--- src/rtl/axis_sa_pkg.sv ---
// Shared sizing for the axis_sa arbiter slice: array geometry, bus widths and grant ID type.
// The integrator edits the localparams here; every other file derives its widths from them.
package axis_sa_pkg;

   localparam int NS = 2;
   localparam int R  = 2;
   localparam int C  = 2;
   localparam int WX = 4;
   localparam int WK = 4;
   localparam int K  = 6;

   // Output element width grows by the accumulation depth of K products.
   function automatic int calc_wy(input int wx, input int wk, input int k);
      return wx + wk + $clog2(k);
   endfunction

   localparam int WY      = calc_wy(WX, WK, K);
   localparam int WXK_BUS = R * WX + C * WK;
   localparam int WY_BUS  = R * WY;
   localparam int SEL_W   = (NS > 1) ? $clog2(NS) : 1;

   typedef logic [SEL_W-1:0] sel_t;

endpackage

--- src/rtl/axis_sa_arb_if.sv ---
// Bundle of requester-side, array-side and return-side AXI-Stream signals around axis_sa_arb.
// slave is the arbiter's view; master is the surrounding environment's view.
interface axis_sa_arb_if;
   import axis_sa_pkg::*;

   logic [NS-1:0]              s_valid;
   logic [NS-1:0]              s_ready;
   logic [NS-1:0][WXK_BUS-1:0] s_data;
   logic [NS-1:0]              s_last;

   logic                       sa_s_valid;
   logic                       sa_s_ready;
   logic [WXK_BUS-1:0]         sa_s_data;
   logic                       sa_s_last;

   logic                       sa_m_valid;
   logic                       sa_m_ready;
   logic [WY_BUS-1:0]          sa_m_data;
   logic                       sa_m_last;

   logic [NS-1:0]              m_valid;
   logic [NS-1:0]              m_ready;
   logic [WY_BUS-1:0]          m_data;
   logic                       m_last;

   modport slave (
      input  s_valid, s_data, s_last, sa_s_ready,
      input  sa_m_valid, sa_m_data, sa_m_last, m_ready,
      output s_ready, sa_s_valid, sa_s_data, sa_s_last,
      output sa_m_ready, m_valid, m_data, m_last
   );

   modport master (
      output s_valid, s_data, s_last, sa_s_ready,
      output sa_m_valid, sa_m_data, sa_m_last, m_ready,
      input  s_ready, sa_s_valid, sa_s_data, sa_s_last,
      input  sa_m_ready, m_valid, m_data, m_last
   );

endinterface

--- src/rtl/id_fifo.sv ---
// In-order FIFO of grantee IDs, one entry per packet still owed an output packet.
// DEPTH must be a power of two, at least 2.
module id_fifo #(
   parameter int W     = 1,
   parameter int DEPTH = 4
) (
   input  logic         clk,
   input  logic         rst,
   input  logic         push,
   input  logic         pop,
   input  logic [W-1:0] din,
   output logic [W-1:0] front,
   output logic         full,
   output logic         empty
);

   localparam int AW = $clog2(DEPTH);
   localparam int CW = AW + 1;

   logic [AW-1:0] wr_q;
   logic [AW-1:0] rd_q;
   logic [CW-1:0] cnt_q;
   logic [W-1:0]  mem [DEPTH];

   always_ff @(posedge clk) begin
      if (rst) begin
         wr_q  <= '0;
         rd_q  <= '0;
         cnt_q <= '0;
      end else begin
         if (push) wr_q <= wr_q + AW'(1);
         if (pop)  rd_q <= rd_q + AW'(1);
         unique case ({push, pop})
            2'b10:   cnt_q <= cnt_q + CW'(1);
            2'b01:   cnt_q <= cnt_q - CW'(1);
            default: cnt_q <= cnt_q;
         endcase
      end
   end

   // Storage carries no reset; the pointers alone define what is valid.
   always_ff @(posedge clk) begin
      if (push) mem[wr_q] <= din;
   end

   assign front = mem[rd_q];
   assign full  = (cnt_q == CW'(DEPTH));
   assign empty = (cnt_q == '0);

endmodule

--- src/rtl/axis_sa_arb.sv ---
// Packet-level arbiter sharing one axis_sa array among NS requesters; outputs steered back in order.
// Define AXIS_SA_ARB_PRIO_EN for fixed lowest-index-wins priority instead of round-robin.
module axis_sa_arb
   import axis_sa_pkg::*;
#(
   parameter int DEPTH = 4
) (
   input logic          clk,
   input logic          rst,
   axis_sa_arb_if.slave io
);

   typedef enum logic {IDLE, BUSY} state_t;

   state_t state_q, state_d;
   sel_t   sel_q, sel_d;
   sel_t   scan_start;
   sel_t   pick;
   logic   found;
   sel_t   head;
   logic   fifo_full, fifo_empty;
   logic   push, pop;

`ifndef AXIS_SA_ARB_PRIO_EN
   sel_t   rr_q, rr_d;
`endif

   function automatic sel_t next_idx(input sel_t i);
      return (int'(i) == NS - 1) ? '0 : sel_t'(int'(i) + 1);
   endfunction

`ifdef AXIS_SA_ARB_PRIO_EN
   assign scan_start = '0;
`else
   assign scan_start = rr_q;
`endif

   // First valid requester at or after scan_start, wrapping modulo NS.
   always_comb begin
      sel_t idx;
      found = 1'b0;
      pick  = '0;
      idx   = scan_start;
      for (int k = 0; k < NS; k++) begin
         if (!found && io.s_valid[idx]) begin
            found = 1'b1;
            pick  = idx;
         end
         idx = next_idx(idx);
      end
   end

   always_comb begin
      state_d = state_q;
      sel_d   = sel_q;
      push    = 1'b0;
`ifndef AXIS_SA_ARB_PRIO_EN
      rr_d    = rr_q;
`endif
      unique case (state_q)
         IDLE: begin
            if (found && !fifo_full) begin
               sel_d   = pick;
               push    = 1'b1;
               state_d = BUSY;
            end
         end
         BUSY: begin
            if (io.sa_s_valid && io.sa_s_ready && io.sa_s_last) begin
`ifndef AXIS_SA_ARB_PRIO_EN
               rr_d    = next_idx(sel_q);
`endif
               state_d = IDLE;
            end
         end
         default: state_d = IDLE;
      endcase
   end

   always_ff @(posedge clk) begin
      if (rst) begin
         state_q <= IDLE;
         sel_q   <= '0;
`ifndef AXIS_SA_ARB_PRIO_EN
         rr_q    <= '0;
`endif
      end else begin
         state_q <= state_d;
         sel_q   <= sel_d;
`ifndef AXIS_SA_ARB_PRIO_EN
         rr_q    <= rr_d;
`endif
      end
   end

   // Input pass-through: only the grantee sees the array's ready.
   always_comb begin
      io.s_ready    = '0;
      io.sa_s_valid = 1'b0;
      io.sa_s_last  = 1'b0;
      io.sa_s_data  = io.s_data[sel_q];
      if (state_q == BUSY) begin
         io.sa_s_valid     = io.s_valid[sel_q];
         io.sa_s_last      = io.s_last[sel_q];
         io.s_ready[sel_q] = io.sa_s_ready;
      end
   end

   // Output steering follows the oldest outstanding grant; no owner means the array stalls.
   always_comb begin
      io.m_valid       = '0;
      io.m_valid[head] = io.sa_m_valid & ~fifo_empty;
      io.sa_m_ready    = ~fifo_empty & io.m_ready[head];
      io.m_data        = io.sa_m_data;
      io.m_last        = io.sa_m_last;
   end

   assign pop = io.sa_m_valid & io.sa_m_ready & io.sa_m_last;

   id_fifo #(
      .W     (SEL_W),
      .DEPTH (DEPTH)
   ) u_id_fifo (
      .clk   (clk),
      .rst   (rst),
      .push  (push),
      .pop   (pop),
      .din   (sel_d),
      .front (head),
      .full  (fifo_full),
      .empty (fifo_empty)
   );

endmodule

--- src/flat_wrapper.sv ---
// flat-port wrapper written by rule: the top's interface ports become plain ports
module axis_sa_arb_flat import axis_sa_pkg::*;
#(
   parameter int DEPTH = 4
)
  (clk, rst, io_s_valid, io_s_data, io_s_last, io_sa_s_ready, io_sa_m_valid, io_sa_m_data, io_sa_m_last, io_m_ready, io_s_ready, io_sa_s_valid, io_sa_s_data, io_sa_s_last, io_sa_m_ready, io_m_valid, io_m_data, io_m_last);
  axis_sa_arb_if io_i ();
  input logic clk;
  input logic rst;
  input wire logic [$bits(io_i.s_valid)-1:0] io_s_valid;
  input wire logic [$bits(io_i.s_data)-1:0] io_s_data;
  input wire logic [$bits(io_i.s_last)-1:0] io_s_last;
  input wire logic [$bits(io_i.sa_s_ready)-1:0] io_sa_s_ready;
  input wire logic [$bits(io_i.sa_m_valid)-1:0] io_sa_m_valid;
  input wire logic [$bits(io_i.sa_m_data)-1:0] io_sa_m_data;
  input wire logic [$bits(io_i.sa_m_last)-1:0] io_sa_m_last;
  input wire logic [$bits(io_i.m_ready)-1:0] io_m_ready;
  output wire logic [$bits(io_i.s_ready)-1:0] io_s_ready;
  output wire logic [$bits(io_i.sa_s_valid)-1:0] io_sa_s_valid;
  output wire logic [$bits(io_i.sa_s_data)-1:0] io_sa_s_data;
  output wire logic [$bits(io_i.sa_s_last)-1:0] io_sa_s_last;
  output wire logic [$bits(io_i.sa_m_ready)-1:0] io_sa_m_ready;
  output wire logic [$bits(io_i.m_valid)-1:0] io_m_valid;
  output wire logic [$bits(io_i.m_data)-1:0] io_m_data;
  output wire logic [$bits(io_i.m_last)-1:0] io_m_last;
  assign io_i.s_valid = io_s_valid;
  assign io_i.s_data = io_s_data;
  assign io_i.s_last = io_s_last;
  assign io_i.sa_s_ready = io_sa_s_ready;
  assign io_i.sa_m_valid = io_sa_m_valid;
  assign io_i.sa_m_data = io_sa_m_data;
  assign io_i.sa_m_last = io_sa_m_last;
  assign io_i.m_ready = io_m_ready;
  assign io_s_ready = io_i.s_ready;
  assign io_sa_s_valid = io_i.sa_s_valid;
  assign io_sa_s_data = io_i.sa_s_data;
  assign io_sa_s_last = io_i.sa_s_last;
  assign io_sa_m_ready = io_i.sa_m_ready;
  assign io_m_valid = io_i.m_valid;
  assign io_m_data = io_i.m_data;
  assign io_m_last = io_i.m_last;
  axis_sa_arb #(.DEPTH(DEPTH)) u_core (.clk(clk), .rst(rst), .io(io_i));
endmodule
--- config.mk ---
export PLATFORM = sky130hd
export DESIGN_NAME = axis_sa_arb_flat
export DESIGN_NICKNAME = d
export VERILOG_FILES = /design/src/rtl/axis_sa_pkg.sv /design/src/rtl/axis_sa_arb_if.sv /design/src/rtl/id_fifo.sv /design/src/rtl/axis_sa_arb.sv /design/src/flat_wrapper.sv
export SDC_FILE = /design/constraint.sdc
export NUM_CORES = 1
export LEC_CHECK = 0
export BUFFER_PORTS_ARGS = -buffer_cell sky130_fd_sc_hd__buf_4
export CAP_MARGIN = 5
export CORE_ASPECT_RATIO = 0.5
export CORE_UTILIZATION = 25
export DETAILED_ROUTE_END_ITERATION = 8
export HOLD_SLACK_MARGIN = 0.1
export SYNTH_ARGS = -nofsm -noshare
export SYNTH_HDL_FRONTEND = slang
export SYNTH_SLANG_ARGS = --single-unit
--- constraint.sdc ---
create_clock -name clk -period 3.4 [get_ports clk]
set_clock_uncertainty 0.15 [all_clocks]
set_input_delay 0.17 -clock clk [delete_from_list [all_inputs] [get_ports clk]]
set_output_delay 0.17 -clock clk [all_outputs]
set_load 0.01 [all_outputs]
==> impl_metrics.ini <==
[drt]
first_iter_violations = 14
wirelength_um = 2750
viasPerCell = 4.10
ant_nets = 0
routed-via-count = 980
wire_per_inst_um = 11.5
first_pass_iters = 3
drc_errors = 0

[floorplan]
core_area_sq_mm = 0.00451
pin_count = 111
die_h_um = 51.0
start_util_pct = 26.6
dieArea_sq_mm = 0.00510
rows = 17
die_w_um = 100

[clock_tree]
cts.clk_slew.worst_paths_ns = 0.06
cts_tree = built
clkSinkCount = 16
post_cts_resized = 0
cts_max_path_buffers = 2
cts_root_buffer = clkbuf_8
cts-htree-levels = 1
postCtsSetupRepairBufs = 0
cts_buffers = 3
holdBufCountCts = 3
clk_latency_ns = 0.25

[yosys]
synth_seq_area_share_pct = 30.0
synth_cell_types = 30
yosysWarnings = 0
synth_area_per_cell_sq_um = 9.52
synth_seq_cells = 16
syn_nets = 197
synthCells = 126
syn_area_sq_mm = 0.00120

[setup_path]
max_stage_delay_ns = 0.55
worst_path_max_delay_cell = mux4_2
reg2regPathDepth = 9
critical_path_class = flip-flop to flip-flop
reg2reg_to = u_core.u_id_fifo.cnt_q[2]
end_kind = flip-flop
cp_max_fo = 3
start_kind = flip-flop
r2r_setup_slack_ns = 0.54
path_cells = mux4_2, mux2i_2, nor3b_2, ha_1, inv_1, fa_1, xor2_1, or3_1, a21oi_1
worstPathArrival_ns = 2.89
cp.required_ns = 3.43

[worst_hold_path]
hp-class = input port to output pin
hold_path.startpoint = io_sa_m_data[0]
hold_path_depth = 0
min_to = io_m_data[0]

[timing]
hold_viol_final = 0
post-route-min-period_ns = 2.86
worstMarginPinSlew_ns = 0.919
fmax_ghz = 0.350
tns_ns = 0
final_max_slew_viol_count = 0
slew_headroom_pct = 38.7
rsz0062_at_grt = false
setup_viol = 0
period_share_pct = 84.1

[run]
maxCapViolCount = 0

[grt]
grt_pass1_wl_um = 3970
grt_use_total_pct = 10.3
grt_pass1_vias = 881
grt_antenna_before_repair = 0
grt_overflow = 0
grt_max_degree = 22

[power_and_ir_drop]
vdd_drop_max_mv = 0.161
power.density_mw_per_mm2 = 388
p_leak_nw = 0.757

[place]
portBuffers = 66
dp.cells = 232
gp_congestion = 0.764
hpwl_um = 2210

[finish]
drive_gt1_share_pct = 52.0
fillCellCount = 474
areaGrowthSynthToFinish_pct = 39.8
stdcell_count = 239
antenna_cells = 0
nets = 245

[run_status]
status = finished clean
[cells by family (layout without fill, tap and decap cells)]
| kind of cell | Yosys count | in the layout | share of synthesized area, % |
|---|---|---|---|
| buf+inv | 34 | 81 | 17.9 |
| flops | 16 | 16 | 30.0 |
| mux | 25 | 25 | 24.2 |
| compound gates | 9 | 9 | 4.80 |
| xor+xnor | 3 | 3 | 2.19 |
| simple gates | 33 | 33 | 14.0 |
| fa+ha+maj | 6 | 6 | 6.88 |
[cell type report]
class / instances / area (sq um) / area share (%)
multi-input cells: 76 / 624 / 37.2
inverters: 8 / 30.0 / 1.79
repair buffers: 69 / 526 / 31.3
well taps: 66 / 82.6 / 4.92
flip-flops and latches: 16 / 360 / 21.5
clock buffers: 4 / 55.1 / 3.28
[power by group]
part           leakage [nW]  switching, W  internal [W]
Clock                0.0288     0.0000639      0.000103
Combinational         0.593      0.000102      0.000136
Sequential            0.136     0.0000275      0.000220
[critical path: cells and delay by family (launching register included)]
| kind | cells | cell delay, ns |
|---|---|---|
| xor+xnor | 1 | 0.16 |
| simple gates | 2 | 0.61 |
| buf+inv | 1 | 0.06 |
| mux | 2 | 0.74 |
| fa+ha+maj | 2 | 0.61 |
| flops | 1 | 0.34 |
| compound gates | 1 | 0.13 |
[layout by cell type, fill, tap and decap left out, types with 2 or more instances in the layout]
cell type and count:
dfxtp_1 12, edfxtp_1 4, mux2i_1 4, a21oi_1 5, mux2_2 16, nor2b_1 4
xor2_1 2, clkbuf_8 4, nand2_1 3, buf_4 66, and2_1 4, nor3_1 2
mux2_1 3, nor2_1 16, ha_1 5, dlygate4sd3_1 3, inv_1 8
[cell usage after synthesis, drive strengths merged]
cell,instances,area (sq um)
nor3,2,10.0
a31oi,1,6.26
mux2i,5,53.8
nor3b,1,12.5
nor2b,4,25.0
xnor2,1,8.76
and2,4,25.0
clkbuf,1,3.75
a211oi,1,12.5
nor2,16,60.1
fa,1,20.0
a21oi,5,25.0
edfxtp,4,120
ha,5,62.6
nand4bb,1,11.3
xor2,2,17.5
dfxtp,12,240
o21ai,1,5.00
or3,1,6.26
inv,8,30.0
mux4,1,22.5
buf,25,181
mux2,19,214
nand2,3,11.3
nand2b,1,6.26
a311oi,1,8.76
[worst max-delay path by stage]
stage	start	to	slack (ns)	depth (start not counted)
floorplan	flip-flop	u_core.u_id_fifo.cnt_q[2]	0.71	9
global placement	flip-flop	u_core.u_id_fifo.cnt_q[2]	0.63	9
detailed placement	flip-flop	u_core.u_id_fifo.cnt_q[2]	0.52	9
CTS	flip-flop	u_core.u_id_fifo.cnt_q[2]	0.51	9
global route	flip-flop	u_core.u_id_fifo.cnt_q[2]	0.37	9
finish	flip-flop	u_core.u_id_fifo.cnt_q[2]	0.54	9
[metrics by stage]
stage	instance area (sq um)	setup slack, ns	hold slack [ns]	power, W	util [%]
3_3_place_gp	1590	0.633	0.190	0.000479	35.3
3_5_place_dp	1590	0.524	0.190	0.000487	35.3
6_report	1680	0.541	0.190	0.000651	37.2
2_1_floorplan	1200	0.705	0.134	0.000407	-
5_1_grt	1680	0.370	0.190	0.000697	37.2
4_1_cts	1680	0.510	0.190	0.000660	37.2
[per-layer routing]
metal	global-route usage (%)	part of all wire [%]	up-vias
met5	0	0	-
li1	-	-	492
met1	12.5	46	435
met3	4.10	7.2	14
met2	15.9	44	39
met4	5.56	2.4	0
Note: power is estimated with default switching activity, not from simulation.
